<file path="config.mk">
export PLATFORM = sky130hd
export DESIGN_NAME = uart_rx_param_flat
export DESIGN_NICKNAME = d
export VERILOG_FILES = /design/src/rtl/uart_rx_param_pkg.sv /design/src/rtl/uart_rx_param_if.sv /design/src/rtl/uart_rx_param_sync_2ff.sv /design/src/rtl/uart_rx_param.sv /design/src/flat_wrapper.sv
export SDC_FILE = /design/constraint.sdc
export NUM_CORES = 1
export LEC_CHECK = 0
export ABC_AREA = 1
export BUFFER_PORTS_ARGS = -buffer_cell sky130_fd_sc_hd__buf_2
export CORE_MARGIN = 2
export CORE_UTILIZATION = 62
export CTS_BUF_LIST = sky130_fd_sc_hd__clkbuf_2 sky130_fd_sc_hd__clkbuf_4 sky130_fd_sc_hd__clkbuf_8
export CTS_CLUSTER_DIAMETER = 200
export DETAILED_ROUTE_END_ITERATION = 6
export GPL_TIMING_DRIVEN = 0
export PLACE_DENSITY_LB_ADDON = 0.05
export SYNTH_ARGS = -nofsm -noshare
export SYNTH_HDL_FRONTEND = slang
export SYNTH_SLANG_ARGS = --single-unit
</file>
<file path="constraint.sdc">
create_clock -name CLOCK_50 -period 1.65 [get_ports CLOCK_50]
set_input_delay 0.0825 -clock CLOCK_50 [delete_from_list [all_inputs] [get_ports CLOCK_50]]
set_output_delay 0.0825 -clock CLOCK_50 [all_outputs]
set_load 0.005 [all_outputs]
</file>
<file path="src/rtl/uart_rx_param_pkg.sv">
// Shared constants, state encoding and parity helper for the parameterised UART receiver.
package uart_rx_param_pkg;

    localparam int unsigned PARITY_NONE = 0;
    localparam int unsigned PARITY_ODD  = 1;
    localparam int unsigned PARITY_EVEN = 2;

    typedef enum logic [2:0] {
        ST_IDLE,
        ST_START,
        ST_DATA,
        ST_PARITY,
        ST_STOP,
        ST_BREAK,
        ST_DONE
    } rx_state_e;

    // ones_x is the XOR of all data bits and the received parity bit.
    function automatic logic parity_error(input int unsigned mode, input logic ones_x);
        if (mode == PARITY_ODD) begin
            return ~ones_x;
        end
        if (mode == PARITY_EVEN) begin
            return ones_x;
        end
        return 1'b0;
    endfunction

endpackage

</file>
<file path="src/rtl/uart_rx_param_if.sv">
// Receive-side valid/ready handshake with per-word error flags and overrun pulse.
interface uart_rx_param_if #(
    parameter int unsigned DATA_BITS = 8
);
    logic [DATA_BITS-1:0] RX_DATA;
    logic                 RX_VALID;
    logic                 RX_READY;
    logic                 RX_PARITY_ERR;
    logic                 RX_FRAME_ERR;
    logic                 RX_OVERRUN;

    modport master (
        output RX_DATA, RX_VALID, RX_PARITY_ERR, RX_FRAME_ERR, RX_OVERRUN,
        input  RX_READY
    );

    modport slave (
        input  RX_DATA, RX_VALID, RX_PARITY_ERR, RX_FRAME_ERR, RX_OVERRUN,
        output RX_READY
    );
endinterface

</file>
<file path="src/rtl/uart_rx_param_sync_2ff.sv">
// Two-flop synchroniser for a single asynchronous input, with selectable reset value.
module uart_rx_param_sync_2ff #(
    parameter logic RESET_VAL = 1'b1
) (
    input  logic clk,
    input  logic rst_n,
    input  logic d,
    output logic q
);
    logic meta_q;
    logic sync_q;

    always_ff @(posedge clk or negedge rst_n) begin
        if (!rst_n) begin
            meta_q <= RESET_VAL;
            sync_q <= RESET_VAL;
        end else begin
            meta_q <= d;
            sync_q <= meta_q;
        end
    end

    assign q = sync_q;
endmodule

</file>
<file path="src/rtl/uart_rx_param.sv">
// Parameterised UART receiver: configurable data width, parity and stop bits,
// delivering each frame with error flags on a valid/ready interface.
module uart_rx_param
    import uart_rx_param_pkg::*;
#(
    parameter int unsigned CLKS_PER_BIT = 5208,
    parameter int unsigned DATA_BITS    = 8,
    parameter int unsigned PARITY       = 0,
    parameter int unsigned STOP_BITS    = 1
) (
    input  logic            CLOCK_50,
    input  logic            RESET_N,
    input  logic            UART_RXD,
    uart_rx_param_if.master rx,
    output logic            RX_BUSY
);
    localparam int unsigned CW = $clog2(CLKS_PER_BIT);
    localparam int unsigned IW = $clog2(DATA_BITS + 1);
    localparam logic [CW-1:0] CNT_LAST  = CW'(CLKS_PER_BIT - 1);
    localparam logic [CW-1:0] CNT_MID   = CW'((CLKS_PER_BIT - 1) / 2);
    localparam logic [IW-1:0] IDX_LAST  = IW'(DATA_BITS - 1);
    localparam logic [IW-1:0] STOP_LAST = IW'(STOP_BITS - 1);

    logic rxd_s;

    uart_rx_param_sync_2ff #(.RESET_VAL(1'b1)) u_sync (
        .clk   (CLOCK_50),
        .rst_n (RESET_N),
        .d     (UART_RXD),
        .q     (rxd_s)
    );

    rx_state_e            state_q, state_d;
    logic [CW-1:0]        cnt_q, cnt_d;
    logic [IW-1:0]        idx_q, idx_d;
    logic [DATA_BITS-1:0] shift_q, shift_d;
    logic                 perr_q, perr_d;
    logic                 ferr_q, ferr_d;
    logic                 deliver;
    logic                 ferr_next;

    logic                 valid_q, valid_d;
    logic [DATA_BITS-1:0] rdata_q, rdata_d;
    logic                 rperr_q, rperr_d;
    logic                 rferr_q, rferr_d;
    logic                 ovr_q, ovr_d;

    always_comb begin
        state_d   = state_q;
        cnt_d     = cnt_q;
        idx_d     = idx_q;
        shift_d   = shift_q;
        perr_d    = perr_q;
        ferr_d    = ferr_q;
        deliver   = 1'b0;
        ferr_next = ferr_q | ~rxd_s;
        unique case (state_q)
            ST_IDLE: begin
                cnt_d  = '0;
                idx_d  = '0;
                perr_d = 1'b0;
                ferr_d = 1'b0;
                if (!rxd_s) state_d = ST_START;
            end
            ST_START: begin
                if (cnt_q == CNT_MID) begin
                    cnt_d   = '0;
                    state_d = rxd_s ? ST_IDLE : ST_DATA;
                end else begin
                    cnt_d = cnt_q + CW'(1);
                end
            end
            ST_DATA: begin
                if (cnt_q == CNT_LAST) begin
                    cnt_d   = '0;
                    // Right shift lands the first received bit in bit 0 after DATA_BITS samples.
                    shift_d = {rxd_s, shift_q[DATA_BITS-1:1]};
                    if (idx_q == IDX_LAST) begin
                        idx_d   = '0;
                        state_d = (PARITY != PARITY_NONE) ? ST_PARITY : ST_STOP;
                    end else begin
                        idx_d = idx_q + IW'(1);
                    end
                end else begin
                    cnt_d = cnt_q + CW'(1);
                end
            end
            ST_PARITY: begin
                if (cnt_q == CNT_LAST) begin
                    cnt_d   = '0;
                    perr_d  = parity_error(PARITY, (^shift_q) ^ rxd_s);
                    state_d = ST_STOP;
                end else begin
                    cnt_d = cnt_q + CW'(1);
                end
            end
            ST_STOP: begin
                if (cnt_q == CNT_LAST) begin
                    cnt_d  = '0;
                    ferr_d = ferr_next;
                    if (idx_q == STOP_LAST) begin
                        idx_d   = '0;
                        state_d = ferr_next ? ST_BREAK : ST_DONE;
                    end else begin
                        idx_d = idx_q + IW'(1);
                    end
                end else begin
                    cnt_d = cnt_q + CW'(1);
                end
            end
            ST_BREAK: begin
                if (rxd_s) state_d = ST_DONE;
            end
            ST_DONE: begin
                deliver = 1'b1;
                state_d = ST_IDLE;
            end
            default: state_d = ST_IDLE;
        endcase
    end

    always_comb begin
        valid_d = valid_q;
        rdata_d = rdata_q;
        rperr_d = rperr_q;
        rferr_d = rferr_q;
        ovr_d   = 1'b0;
        if (deliver) begin
            if (!valid_q || rx.RX_READY) begin
                valid_d = 1'b1;
                rdata_d = shift_q;
                rperr_d = perr_q;
                rferr_d = ferr_q;
            end else begin
                ovr_d = 1'b1;
            end
        end else if (valid_q && rx.RX_READY) begin
            valid_d = 1'b0;
            rperr_d = 1'b0;
            rferr_d = 1'b0;
        end
    end

    always_ff @(posedge CLOCK_50 or negedge RESET_N) begin
        if (!RESET_N) begin
            state_q <= ST_IDLE;
            cnt_q   <= '0;
            idx_q   <= '0;
            shift_q <= '0;
            perr_q  <= 1'b0;
            ferr_q  <= 1'b0;
            valid_q <= 1'b0;
            rdata_q <= '0;
            rperr_q <= 1'b0;
            rferr_q <= 1'b0;
            ovr_q   <= 1'b0;
        end else begin
            state_q <= state_d;
            cnt_q   <= cnt_d;
            idx_q   <= idx_d;
            shift_q <= shift_d;
            perr_q  <= perr_d;
            ferr_q  <= ferr_d;
            valid_q <= valid_d;
            rdata_q <= rdata_d;
            rperr_q <= rperr_d;
            rferr_q <= rferr_d;
            ovr_q   <= ovr_d;
        end
    end

    assign rx.RX_DATA       = rdata_q;
    assign rx.RX_VALID      = valid_q;
    assign rx.RX_PARITY_ERR = rperr_q;
    assign rx.RX_FRAME_ERR  = rferr_q;
    assign rx.RX_OVERRUN    = ovr_q;
    assign RX_BUSY          = (state_q != ST_IDLE);
endmodule

</file>
<file path="src/flat_wrapper.sv">
// flat-port wrapper written by rule: the top's interface ports become plain ports
module uart_rx_param_flat import uart_rx_param_pkg::*;
#(
    parameter int unsigned CLKS_PER_BIT = 5208,
    parameter int unsigned DATA_BITS    = 8,
    parameter int unsigned PARITY       = 0,
    parameter int unsigned STOP_BITS    = 1
)
  (CLOCK_50, RESET_N, UART_RXD, RX_BUSY, rx_RX_DATA, rx_RX_VALID, rx_RX_PARITY_ERR, rx_RX_FRAME_ERR, rx_RX_OVERRUN, rx_RX_READY);
  uart_rx_param_if #(.DATA_BITS(DATA_BITS)) rx_i ();
  input  logic CLOCK_50;
  input  logic RESET_N;
  input  logic UART_RXD;
  output logic RX_BUSY;
  output wire logic [$bits(rx_i.RX_DATA)-1:0] rx_RX_DATA;
  output wire logic [$bits(rx_i.RX_VALID)-1:0] rx_RX_VALID;
  output wire logic [$bits(rx_i.RX_PARITY_ERR)-1:0] rx_RX_PARITY_ERR;
  output wire logic [$bits(rx_i.RX_FRAME_ERR)-1:0] rx_RX_FRAME_ERR;
  output wire logic [$bits(rx_i.RX_OVERRUN)-1:0] rx_RX_OVERRUN;
  input wire logic [$bits(rx_i.RX_READY)-1:0] rx_RX_READY;
  assign rx_RX_DATA = rx_i.RX_DATA;
  assign rx_RX_VALID = rx_i.RX_VALID;
  assign rx_RX_PARITY_ERR = rx_i.RX_PARITY_ERR;
  assign rx_RX_FRAME_ERR = rx_i.RX_FRAME_ERR;
  assign rx_RX_OVERRUN = rx_i.RX_OVERRUN;
  assign rx_i.RX_READY = rx_RX_READY;
  uart_rx_param #(.CLKS_PER_BIT(CLKS_PER_BIT), .DATA_BITS(DATA_BITS), .PARITY(PARITY), .STOP_BITS(STOP_BITS)) u_core (.CLOCK_50(CLOCK_50), .RESET_N(RESET_N), .UART_RXD(UART_RXD), .rx(rx_i), .RX_BUSY(RX_BUSY));
endmodule
</file>
; ---- Word-level counts from Yosys, hierarchy flattened
; Index checks and enable logic that the tools add are counted.
[classes]
add_sub_neg = 2
eq_ne = 18
mux = 33
bitwise_logic = 2
reduce_logical = 19
[ops]
columns = op, count
row1 = $pmux W13 S3, 1
row2 = $mux W13, 2
row3 = $mux W3, 8
row4 = $pmux W3 S6, 1
row5 = $mux W4, 4
row6 = $add A13 B1 Y13 const B, 1
row7 = $eq A13 B12 Y1 const B, 1
row8 = $eq A13 B13 Y1 const B, 1
row9 = $mux W1, 12
row10 = $ne A2 B1 Y1 const B, 6
row11 = $pmux W4 S3, 1
row12 = $reduce_and A2 Y1, 5
row13 = $eq A3 B3 Y1 const B, 3
row14 = $reduce_bool A3 Y1, 3
row15 = $reduce_and A8 Y1, 1
row16 = $eq A3 B2 Y1 const B, 2
row17 = $ne A2 B2 Y1 const B, 3
row18 = $reduce_bool A2 Y1, 3
row19 = $add A4 B1 Y4 const B, 1
row20 = $eq A4 B3 Y1 const B, 1
row21 = $logic_not A4 Y1, 1
row22 = $mux W2, 2
row23 = $pmux W1 S2, 2
row24 = $eq A3 B1 Y1 const B, 1
row25 = 8 further kinds, 8
[word_totals]
regBits = 44
in_bits = 4
word_cells = 87

; ---- Longest topological paths before layout
; Gate-level depths: netlist of the first run.
[depth]
ltp_word = 6
ltp_mapped = 11

; ---- By module
; Synthesis of the first run repeated with hierarchy kept, for this count alone.
[hier_totals]
hier_cells = 281
area_unflattened_um2 = 2198.4
[modules_own_cells]
columns = mod, instances, cells_each, area_per_inst_um2, seq_area_each_um2
row1 = uart_rx_param, 1, 279, 2145.8, 1001.0
row2 = uart_rx_param_sync_2ff, 1, 2, 52.6, 52.6

; ---- Worst setup path before layout of the first run
; OpenSTA, ideal clock, no wires.
[synth_timing]
kind = register to register
start = register u_core.state_q[2]
end = register u_core.cnt_q[1]
t_arrival_ps = 1321
required_ps = 1526
slack_ps = 205
path_stages_with_launch = 11
path_cell_list = dfrtp_1 buf_6 inv_1 ha_1 nor2_1 inv_1 nand2_1 nand2_2 buf_6 o211ai_1 nand2_1
[synth_between]
elab_chain_len = 3
[synth_lines]
columns = element, line_no
row1 = "start, declared", uart_rx_param.sv:33  ; rx_state_e state_q, state_d;
row2 = "start signal, assigned", uart_rx_param.sv:158  ; state_q <= state_d;
row3 = $eq A3 B2 Y1 / $eq A3 B3 Y1 (equally long branches), uart_rx_param.sv:57  ; unique case (state_q)
row4 = $reduce_or A3 Y1 (no line), -
row5 = $pmux W13 S3 / $reduce_bool A3 Y1 (equally long branches), -
row6 = "end signal, assigned", uart_rx_param.sv:159  ; cnt_q <= cnt_d;
row7 = "end, declared", uart_rx_param.sv:34  ; logic [CW-1:0] cnt_q, cnt_d;
; Several ways; a longest one is shown, not always the timed one.
; A chain may end at the register's enable or synchronous reset.

; ---- Worst setup path after layout of the first run
[layout_timing]
start = register u_core.state_q[2]
end = register u_core.state_q[2]
[layout_between]
elab_chain_len = 3
[layout_lines]
columns = element, line_no
row1 = $eq A3 B3 Y1 (tied with other cells), uart_rx_param.sv:57
row2 = $ne A2 B1 Y1 (no line) / $ne A2 B2 Y1 (equally long branches), -
row3 = $reduce_and A8 Y1 (no line), -
; Several ways; a longest one is shown, not always the timed one.

==> impl_metrics.py, run 1 <==
metrics = {
    "outcome": {
        "outcome": "complete, no violations",
    },
    "route": {
        "drtAntennaViolNets": 0,
        "vias": 2017,
        "viasPerCell": 5.27,
        "first_pass_iters": 5,
        "wl_per_cell_um": 13.3,
        "drtIter0Drc": 183,
        "wl_um": 5100,
        "drc": 0,
    },
    "logic_synthesis": {
        "synth_edf_count": 0,
        "syn_avg_cell_area_sq_um": 7.78,
        "synth-seq-cells": 42,
        "yosysWarnings": 0,
        "syn_nets": 306,
        "netlist_instances": 297,
        "synthesis.area_sq_um": 2310,
        "yosysSeqAreaShare_pct": 45.6,
        "synth_top_flop_cell": "dfrtp_1",
        "synth.distinct_cells": 32,
        "synthArstFlopShare_pct": 100,
    },
    "floorplan": {
        "rows": 22,
        "core_area_sq_um": 3630,
        "die_area_sq_um": 4230,
        "ioPinCount": 17,
        "start_util_pct": 63.6,
        "die_x_um": 65.0,
        "die_y_um": 65.0,
    },
    "sta": {
        "whs_ps": 86.3,
        "fin_skew_ps": 8.53,
        "maxSlewViolCount": 0,
        "tns_ps": 0,
        "worstMarginPinSlew_ps": 913,
        "max_freq_mhz": 623,
        "post-route-min-period_ps": 1610,
        "setup_viol": 0,
        "finalCritPeriodShare_pct": 97.3,
        "relSlewSlack_pct": 39.2,
        "hold_viol": 0,
    },
    "grt": {
        "grt-ovfl-total": 0,
        "use_met2_pct": 41.6,
        "met1_usage_pct": 34.9,
        "met3_usage_pct": 5.73,
        "grt_max_degree": 43,
        "grt_use_total_pct": 26.0,
        "grt_antenna_before_repair": 0,
        "grt_pass1_wl_um": 8350,
        "grt_pass1_vias": 1857,
        "busiest_layer": "met2",
    },
    "power_and_ir_drop": {
        "finalPower_mw": 1.90,
        "p_leak_nw": 1.41,
        "ir_worst_vdd_v": 0.000576,
        "p_per_area_nw_per_um2": 694,
    },
    "min_path": {
        "hold_path_depth": 4,
        "hold_path_class": "in -> reg",
    },
    "cts": {
        "cts_buffer_depth": 2,
        "clockRootBuffer": "clkbuf_8",
        "cts.sinks": 42,
        "clk_latency_ps": 300,
        "htree_levels": 2,
        "cts_tree": "done",
        "clk_pin_slew_ps": 80,
        "cts_buffers": 5,
    },
    "layout": {
        "area_growth_pct": 18.6,
        "n_fill_cell": 274,
        "nNetsFinal": 343,
        "diodes": 0,
        "drive_gt1_share_pct": 23.6,
        "fin_cells": 383,
    },
    "setup_path": {
        "worst_path_most_repeated_cell": "nand2_1",
        "cpMaxStageDelayCell": "dfrtp_1",
        "slowest_delay_ps": 400,
        "start_kind": "register",
        "critPathArrivalTime_ps": 1810,
        "critical_path_required_ps": 1850,
        "r2r_cells": 11,
        "path_class": "reg -> reg",
        "end_kind": "register",
        "crit_fanout": 9,
        "timing.critical_path.cells": "buf_6 -> buf_12 -> nand2_4 -> nor2_4 -> buf_4 -> nand2_1 -> o21ai_2 -> a21oi_2 -> nand2_1 -> nand2_1 -> nand2_1",
    },
    "placed_design": {
        "numPortBuffers": 15,
        "dp.cells": 360,
        "place_congestion": 0.882,
        "dp_hpwl_um": 3350,
    },
    "flow_run": {
        "max_cap_viol_count": 0,
    },
}
## layout by cell type (no fill, tap or decap), types with 2 or more instances in the layout
master,instances
nor2_4,4
a21oi_1,4
inv_1,35
ha_1,3
nand2_1,76
nand2_4,2
nor2_2,2
a21oi_2,2
o21ai_0,34
nand3_2,2
inv_2,6
dfstp_2,2
nand4_1,6
clkbuf_8,5
dfrtp_1,37
buf_2,16
nand3_1,29
dlygate4sd3_1,2
o21ai_1,3
nand2_2,4
dfrtp_2,3
nor2_1,22
buf_4,12
buf_6,5
o21ai_2,3
## stage by stage
step | area [sq um] | worst slack, ps | utilization [%]
detailed placement | 2440 | 11.8 | 67.3
global route | 2740 | -48.6 | 75.4
floorplan | 2310 | 205 | -
global placement | 2440 | 37.3 | 67.3
finish | 2740 | 44.9 | 75.4
CTS | 2610 | 0.989 | 71.8
## cell type report
| type | instances | area (sq um) | share of cell area (%) |
|---|---|---|---|
| clock buffers | 6 | 76.3 | 2.79 |
| plain buffers | 7 | 61.3 | 2.24 |
| clock inverters | 2 | 37.5 | 1.37 |
| well taps | 48 | 60.1 | 2.19 |
| inverters | 42 | 163 | 5.94 |
| multi-input cells | 206 | 1070 | 39.2 |
| repair buffers | 30 | 209 | 7.63 |
| flip-flops and latches | 42 | 1060 | 38.6 |
## what timing repair did
action / in CTS / in global routing
setup endpoints to repair: 10 / 24
resized for setup: 1 / 20
cloned: 0 / 1
hold buffers: 2 / 0
buffers inserted: 2 / 10
endpoints found under the hold margin: 41 / 0
pin swaps: 0 / 6
## layer usage
layer  wire [um]  share of wire [%]
met4          83                1.6
met3         163                3.2
met5           0                  0
met1        2380                 47
met2        2470                 48
## kinds of logic (layout without fill, tap and decap cells)
family                     count (synthesis)  after routing  synth area share [%]
other                                      1              1                 0.162
DFF                                       42             42                  45.6
AOI/OAI and AO/OA                         48             48                  11.4
xor gates and xnor gates                   1              1                 0.379
and+or+nand+nor                          151            151                  30.0
adders and majority gates                  5              5                  2.71
buffers and inverters                     49             87                  9.70
## worst paths after layout
kind | startpoint | endpoint | slack (ps)
min | rx_RX_READY | u_core.rx.RX_OVERRUN | 90
max | u_core.state_q[2] | u_core.state_q[2] | 40
min in group asynchronous | RESET_N | u_core.idx_q[2] | 450
max in group asynchronous | RESET_N | u_core.cnt_q[0] | 570
max reg2reg | u_core.state_q[2] | u_core.state_q[2] | 40
min reg2reg | u_core.u_sync.meta_q | u_core.u_sync.q | 360
## critical path, delay by kind of cell, from the launching register on
kind	cells	cell delay, ps
flip-flops	1	400
AO/OA/AOI/OAI	2	270
AND/OR/NAND/NOR	6	430
buffers and inverters	3	400
## where the power goes
part	leakage (nW)	internal, mW	switching [mW]	total [mW]
clock network	0.0548	0.468	0.368	0.836
registers	0.561	1.03	0.00135	1.03
logic	0.791	0.00824	0.0235	0.0318
total	1.41	1.51	0.393	1.90
## registers in the layout, summed over array words and instances, names as in the netlist
| name | cells |
|---|---|
| u_core.u_sync.q | 1 |
| u_core.state_q | 3 |
| u_core.rx.RX_DATA | 8 |
| u_core.u_sync.meta_q | 1 |
| u_core.idx_q | 4 |
| u_core.ferr_q | 1 |
| u_core.rx.RX_FRAME_ERR | 1 |
| u_core.rx.RX_OVERRUN | 1 |
| u_core.cnt_q | 13 |
| u_core.rx.RX_VALID | 1 |
| u_core.shift_q | 8 |
## cells in the mapped netlist (all sizes together) (2+ instances only)
cell	number	share of area, %
nand2	82	14
inv	42	7.0
dfrtp	40	43
o21ai	40	9.2
nand3	31	7.2
nor2	28	5.3
nand4	7	2.2
a21oi	6	1.6
buf	5	2.3
ha	5	2.7
clkbuf	2	0.38
dfstp	2	2.3
nor3	2	1.1
Note: power is estimated with default switching activity, not from simulation.
==> run 2, diff against run 1 <==
--- a/config.mk
+++ b/config.mk
@@ -7,7 +7,7 @@
 export LEC_CHECK = 0
 export ABC_AREA = 1
 export BUFFER_PORTS_ARGS = -buffer_cell sky130_fd_sc_hd__buf_2
-export CORE_MARGIN = 2
+export CORE_MARGIN = 1.5
 export CORE_UTILIZATION = 62
 export CTS_BUF_LIST = sky130_fd_sc_hd__clkbuf_2 sky130_fd_sc_hd__clkbuf_4 sky130_fd_sc_hd__clkbuf_8
 export CTS_CLUSTER_DIAMETER = 200
==> impl_metrics.py, run 2 (synthesis results as in run 1) <==
metrics = {
    "sta": {
        "worstMarginPinSlew_ps": 928,
        "hold_viol": 0,
        "max_freq_mhz": 646,
        "maxSlewViolCount": 0,
        "tns_ps": 0,
        "post-route-min-period_ps": 1550,
        "fin_skew_ps": 5.25,
        "relSlewSlack_pct": 38.1,
        "setup_viol": 0,
        "finalCritPeriodShare_pct": 93.8,
    },
    "power_and_ir_drop": {
        "ir_worst_vdd_v": 0.000675,
        "p_sw_share_pct": 21.0,
        "p_sw_uw": 397,
        "p_leak_nw": 1.37,
        "p_int_mw": 1.49,
        "p_per_area_nw_per_um2": 713,
        "power_frac_clock_pct": 43.6,
        "combPwrFrac_pct": 1.7,
        "pwr-share-seq_pct": 54.7,
    },
    "setup_path": {
        "crit_fanout": 10,
        "critical_path_required_ps": 1860,
        "cp.buffers_inverters": 4,
        "end_kind": "register",
        "path_class": "reg -> reg",
        "timing.critical_path.cells": "buf_6 -> buf_4 -> nand2_4 -> nor2_4 -> nor2_4 -> inv_2 -> nand2_2 -> nand2_2 -> buf_6 -> nand3_1 -> o21ai_0",
        "worstSetupPathDepth": 11,
        "cpMaxStageDelayCell": "dfrtp_1",
        "slowest_delay_ps": 380,
        "r2r_cells": 11,
        "start_kind": "register",
        "crit_family": "simple AND/OR/NAND/NOR gates",
        "critPathArrivalTime_ps": 1760,
        "r2r_end": "u_core.cnt_q[3]",
        "rrSetupSlack_ps": 100,
        "timing.rr.start": "u_core.state_q[2]",
    },
    "layout": {
        "nNetsFinal": 336,
        "drive_gt1_share_pct": 21.0,
        "largest_reg_flops": 13,
        "area_growth_pct": 15.0,
        "mostFrequentLayoutCells": "nand2_1 (76), dfrtp_1 (40), inv_1 (34), o21ai_0 (34), nand3_1 (29)",
        "layout_commonest_cell": "nand2_1",
        "final_util_pct": 77.1,
        "largest_register": "u_core.cnt_q",
        "diodes": 0,
    },
    "cts": {
        "htree_levels": 2,
        "cts.sinks": 42,
        "cts_buffers": 5,
        "clockRootBuffer": "clkbuf_8",
        "clk_pin_slew_ps": 80,
        "clk_latency_ps": 300,
        "cts_tree": "done",
        "cts_buffer_depth": 2,
    },
    "min_path": {
        "hold_path_class": "in -> reg",
        "min_to": "u_core.rx.RX_FRAME_ERR",
        "hold_path_depth": 4,
        "worstHoldStart": "rx_RX_READY",
    },
    "placed_design": {
        "numPortBuffers": 15,
        "dp_hpwl_um": 3220,
        "place_congestion": 0.908,
    },
    "route": {
        "drtIter0Drc": 155,
        "drc": 0,
        "wl_per_cell_um": 12.5,
        "first_pass_iters": 6,
        "wl_um": 4660,
        "vias": 1985,
        "viasPerCell": 5.31,
        "drtAntennaViolNets": 0,
    },
    "floorplan": {
        "die_x_um": 64.0,
        "die_area_sq_um": 4100,
        "ioPinCount": 17,
        "rows": 21,
        "start_util_pct": 67.1,
        "core_area_sq_um": 3440,
        "die_y_um": 64.0,
    },
    "grt": {
        "grt_antenna_before_repair": 0,
        "grt_max_degree": 43,
        "grt_use_total_pct": 24.7,
        "grt_pass1_vias": 1832,
        "grt-ovfl-total": 0,
        "grt_pass1_wl_um": 7880,
    },
    "flow_run": {
        "max_cap_viol_count": 0,
    },
    "outcome": {
        "outcome": "complete, no violations",
    },
}
==> run 2: cell types whose count changed in the layout (fill, tap and decap cells not counted), sizes merged <==
cell / delta
buf: -8
inv: +1
clkinv: +1
clkinvlp: -1
==> run 2: worst max path at each step <==
stage / from / end / slack, ps
detailed placement: u_core.cnt_q[0] / u_core.cnt_q[10] / -0.6
floorplan: u_core.state_q[2] / u_core.cnt_q[1] / 210
global placement: u_core.cnt_q[0] / u_core.cnt_q[10] / 30
CTS: u_core.state_q[2] / u_core.cnt_q[3] / 20
global route: u_core.state_q[2] / u_core.cnt_q[4] / -20
finish: u_core.state_q[2] / u_core.cnt_q[3] / 100
==> run 2: tightest hold or removal path, stage by stage <==
cell and delay (ps):
buf_2 90, nand2_1 50, nand2_1 50, a21oi_1 50
==> run 2: power by group through the flow <==
stage | registers (mW) | logic, mW | clock network [mW]
after floorplan | 1.05 | 0.00547 | 0
after global placement | 1.05 | 0.0294 | 0
after detailed placement | 1.05 | 0.0297 | 0
after CTS | 1.03 | 0.0333 | 0.841
after global routing | 1.03 | 0.0388 | 0.873
final | 1.03 | 0.0322 | 0.826
==> run 2: repair_timing <==
| item | 4_1_cts | 5_1_grt |
|---|---|---|
| buffers inserted | 0 | 6 |
| pin swaps | 0 | 5 |
| setup endpoints to repair | 1 | 26 |
| hold buffers | 2 | 0 |
| gates resized for setup | 1 | 12 |
| endpoints found under the hold margin | 41 | 0 |
==> run 2: final cells by class <==
type | instances | area, sq um
flip-flops and latches | 42 | 1050
repair buffers | 23 | 140
clock buffers | 5 | 68.8
multi-input cells | 206 | 1070
clock inverters | 3 | 43.8
well taps | 46 | 57.6
fillers | 274 | 787
plain buffers | 7 | 61.3
inverters | 42 | 163
==> run 2: routing by layer <==
| metal | up-vias | track usage [%] | wire [um] |
|---|---|---|---|
| li1 | 1009 | - | - |
| met1 | 945 | 33.1 | 2240 |
| met2 | 25 | 40.2 | 2260 |
| met3 | 6 | 4.75 | 109 |
| met4 | 0 | 8.15 | 56 |
| met5 | - | 0 | 0 |
==> run 2: metrics by stage <==
stage	hold slack, ps	cells	power, mW	setup slack (ps)	area [sq um]
2_1_floorplan	-213	297	1.06	205	2310
3_3_place_gp	187	358	1.08	32.8	2440
3_5_place_dp	189	358	1.08	-0.631	2440
4_1_cts	51.1	368	1.91	15.6	2580
5_1_grt	68.2	374	1.95	-18.6	2660
6_report	53.9	374	1.89	103	2660
==> run 3, diff against run 2 <==
--- a/config.mk
+++ b/config.mk
@@ -16,4 +16,5 @@
 export PLACE_DENSITY_LB_ADDON = 0.05
 export SYNTH_ARGS = -nofsm -noshare
 export SYNTH_HDL_FRONTEND = slang
+export SYNTH_HIERARCHICAL = 1
 export SYNTH_SLANG_ARGS = --single-unit
==> impl_metrics.py, run 3 <==
metrics = {
    "power_and_ir_drop": {
        "combPwrFrac_pct": 2.1,
        "p_sw_uw": 355,
        "p_sw_share_pct": 22.4,
        "p_per_area_nw_per_um2": 639,
        "ir_worst_vdd_v": 0.000509,
        "power_frac_clock_pct": 32.4,
        "p_int_mw": 1.23,
        "pwr-share-seq_pct": 65.5,
        "p_leak_nw": 1.20,
    },
    "sta": {
        "tns_ps": 0,
        "finalCritPeriodShare_pct": 94.1,
        "setup_viol": 0,
        "maxSlewViolCount": 0,
        "hold_viol": 0,
        "relSlewSlack_pct": 41.1,
        "worstMarginPinSlew_ps": 883,
        "max_freq_mhz": 644,
        "post-route-min-period_ps": 1550,
        "fin_skew_ps": 7.45,
    },
    "layout": {
        "largest_reg_flops": 13,
        "area_growth_pct": 12.6,
        "nNetsFinal": 316,
        "mostFrequentLayoutCells": "nand2_1 (84), dfrtp_1 (40), inv_1 (30)",
        "final_util_pct": 73.6,
        "drive_gt1_share_pct": 17.7,
        "fin_cells": 356,
        "layout_commonest_cell": "nand2_1",
        "diodes": 0,
        "largest_register": "u_core/cnt_q",
    },
    "logic_synthesis": {
        "post-synth-top-count-cell": "nand2_1",
        "synth.top_cells.by_count": "nand2_1 (86), dfrtp_1 (40), inv_1 (30)",
        "synthMuxAreaShare_pct": 0.512,
        "synthSimpleGateAreaFrac_pct": 32.5,
        "synth_top_area_share_pct": 45.5,
        "synthesis.area_sq_um": 2200,
        "synthArstFlopShare_pct": 100,
        "yosysWarnings": 6,
        "synth_top_family_by_area": "simple AND/OR/NAND/NOR gates",
        "synth_compound_area_share_pct": 7.85,
        "syn_nets": 288,
        "synth_edf_count": 0,
        "netlist_instances": 281,
        "synth-seq-cells": 42,
        "synth.distinct_cells": 30,
        "synth.largest_area_cell": "dfrtp_1",
        "synth_top_flop_cell": "dfrtp_1",
        "synth-adder-area-share_pct": 1.71,
        "syn_avg_cell_area_sq_um": 7.82,
        "yosysSeqAreaShare_pct": 47.9,
        "synth_xor_area_share_pct": 2.39,
        "synth.area.top_cells": "dfrtp_1 (46%), nand2_1 (15%), nand3_1 (5.5%)",
    },
    "setup_path": {
        "crit_fanout": 7,
        "critical_path_required_ps": 1900,
        "end_kind": "register",
        "critPathArrivalTime_ps": 1800,
        "path_class": "reg -> reg",
        "start_kind": "register",
    },
    "cts": {
        "cts_buffer_depth": 2,
        "htree_levels": 2,
        "cts.sinks": 42,
        "clk_pin_slew_ps": 120,
        "clk_latency_ps": 360,
        "cts_tree": "done",
        "clockRootBuffer": "clkbuf_4",
        "cts_buffers": 5,
    },
    "floorplan": {
        "die_x_um": 62.5,
        "rows": 21,
        "ioPinCount": 17,
        "die_y_um": 62.5,
        "core_area_sq_um": 3360,
        "die_area_sq_um": 3910,
        "start_util_pct": 65.4,
    },
    "route": {
        "vias": 1861,
        "drtAntennaViolNets": 0,
        "viasPerCell": 5.23,
        "drtIter0Drc": 108,
        "wl_um": 4180,
        "drc": 0,
        "wl_per_cell_um": 11.7,
        "first_pass_iters": 5,
    },
    "grt": {
        "grt_pass1_vias": 1667,
        "grt_use_total_pct": 23.4,
        "grt-ovfl-total": 0,
        "grt_antenna_before_repair": 0,
        "grt_max_degree": 43,
        "grt_pass1_wl_um": 7200,
    },
    "outcome": {
        "outcome": "complete, no violations",
    },
    "placed_design": {
        "place_congestion": 0.885,
        "dp_hpwl_um": 2940,
        "numPortBuffers": 15,
        "dp.cells": 342,
    },
    "flow_run": {
        "max_cap_viol_count": 0,
    },
    "min_path": {
        "hold_path_class": "reg -> reg",
    },
}
run 3: path summary, 6_finish.rpt:
check | start | endpoint | slack [ps] | cells after the start
max in group asynchronous | RESET_N | u_core/cnt_q[8] | 710 | 2
worst min register to register | u_core/u_sync/meta_q | u_core/u_sync/q | 370 | 0
worst min-delay path | u_core/u_sync/meta_q | u_core/u_sync/q | 370 | 0
worst max register to register | u_core/cnt_q[0] | u_core/cnt_q[5] | 100 | 8
worst max-delay path | u_core/cnt_q[0] | u_core/cnt_q[5] | 100 | 8
min in group asynchronous | RESET_N | u_core/rx.RX_VALID | 390 | 2
run 3: routing by layer:
metal	part of all wire, %	vias up	GRT usage [%]
li1	-	953	-
met1	50	864	31.7
met2	44	37	36.6
met3	3.9	7	5.95
met4	1.6	0	8.61
met5	0	-	0
run 3: cell families (layout without fill, tap and decap cells):
logic type,after synthesis,count (layout)
flops,42,42
buf+inv,38,67
fa+ha+maj,3,3
compound gates,32,32
simple gates,158,158
xor+xnor,6,6
mux,1,1
other cells,1,1
run 3: worst max-delay path, stage by stage (launching register included):
cell and delay, ps:
dfrtp_1 430, ha_4 180, nand2_2 100, nor2_4 140
nand3_2 120, nand2_4 120, nand2_4 100, nor2_4 180
nor2_1 70
run 3: timing repair:
| action | CTS | global route |
|---|---|---|
| resized for setup | 3 | 5 |
| setup endpoints to repair | 7 | 20 |
| hold endpoints to repair | 42 | 0 |
| buffers inserted | 0 | 3 |
| pin swaps | 1 | 2 |
| hold buffers | 3 | 0 |
run 3: metrics by stage:
step                      setup slack (ps)  area [sq um]  hold WS [ps]  total power, mW
final                                 97.3          2470           365             1.58
after floorplan                        212          2200          -213             1.06
after global routing                 -4.22          2470           349             1.65
after detailed placement             -34.1          2330           189             1.09
after global placement                1.64          2330           188             1.08
after CTS                             1.63          2430           341             1.61
run 3: final cells by class:
type                       instances  area [sq um]
buffer                             6          32.5
clock buffer                       6          45.0
clock inverter                     2          13.8
fill                             278           888
inverter                          32           120
multi-input combinational        201          1020
sequential                        42          1050
tap                               46          57.6
timing repair buffer              21           128
run 3: power groups by stage:
| stage | sequential (mW) | clock (mW) | combinational [mW] |
|---|---|---|---|
| after floorplan | 1.05 | 0 | 0.00519 |
| after global placement | 1.05 | 0 | 0.0300 |
| after detailed placement | 1.06 | 0 | 0.0302 |
| after CTS | 1.04 | 0.541 | 0.0353 |
| after global routing | 1.04 | 0.569 | 0.0402 |
| final | 1.04 | 0.513 | 0.0339 |
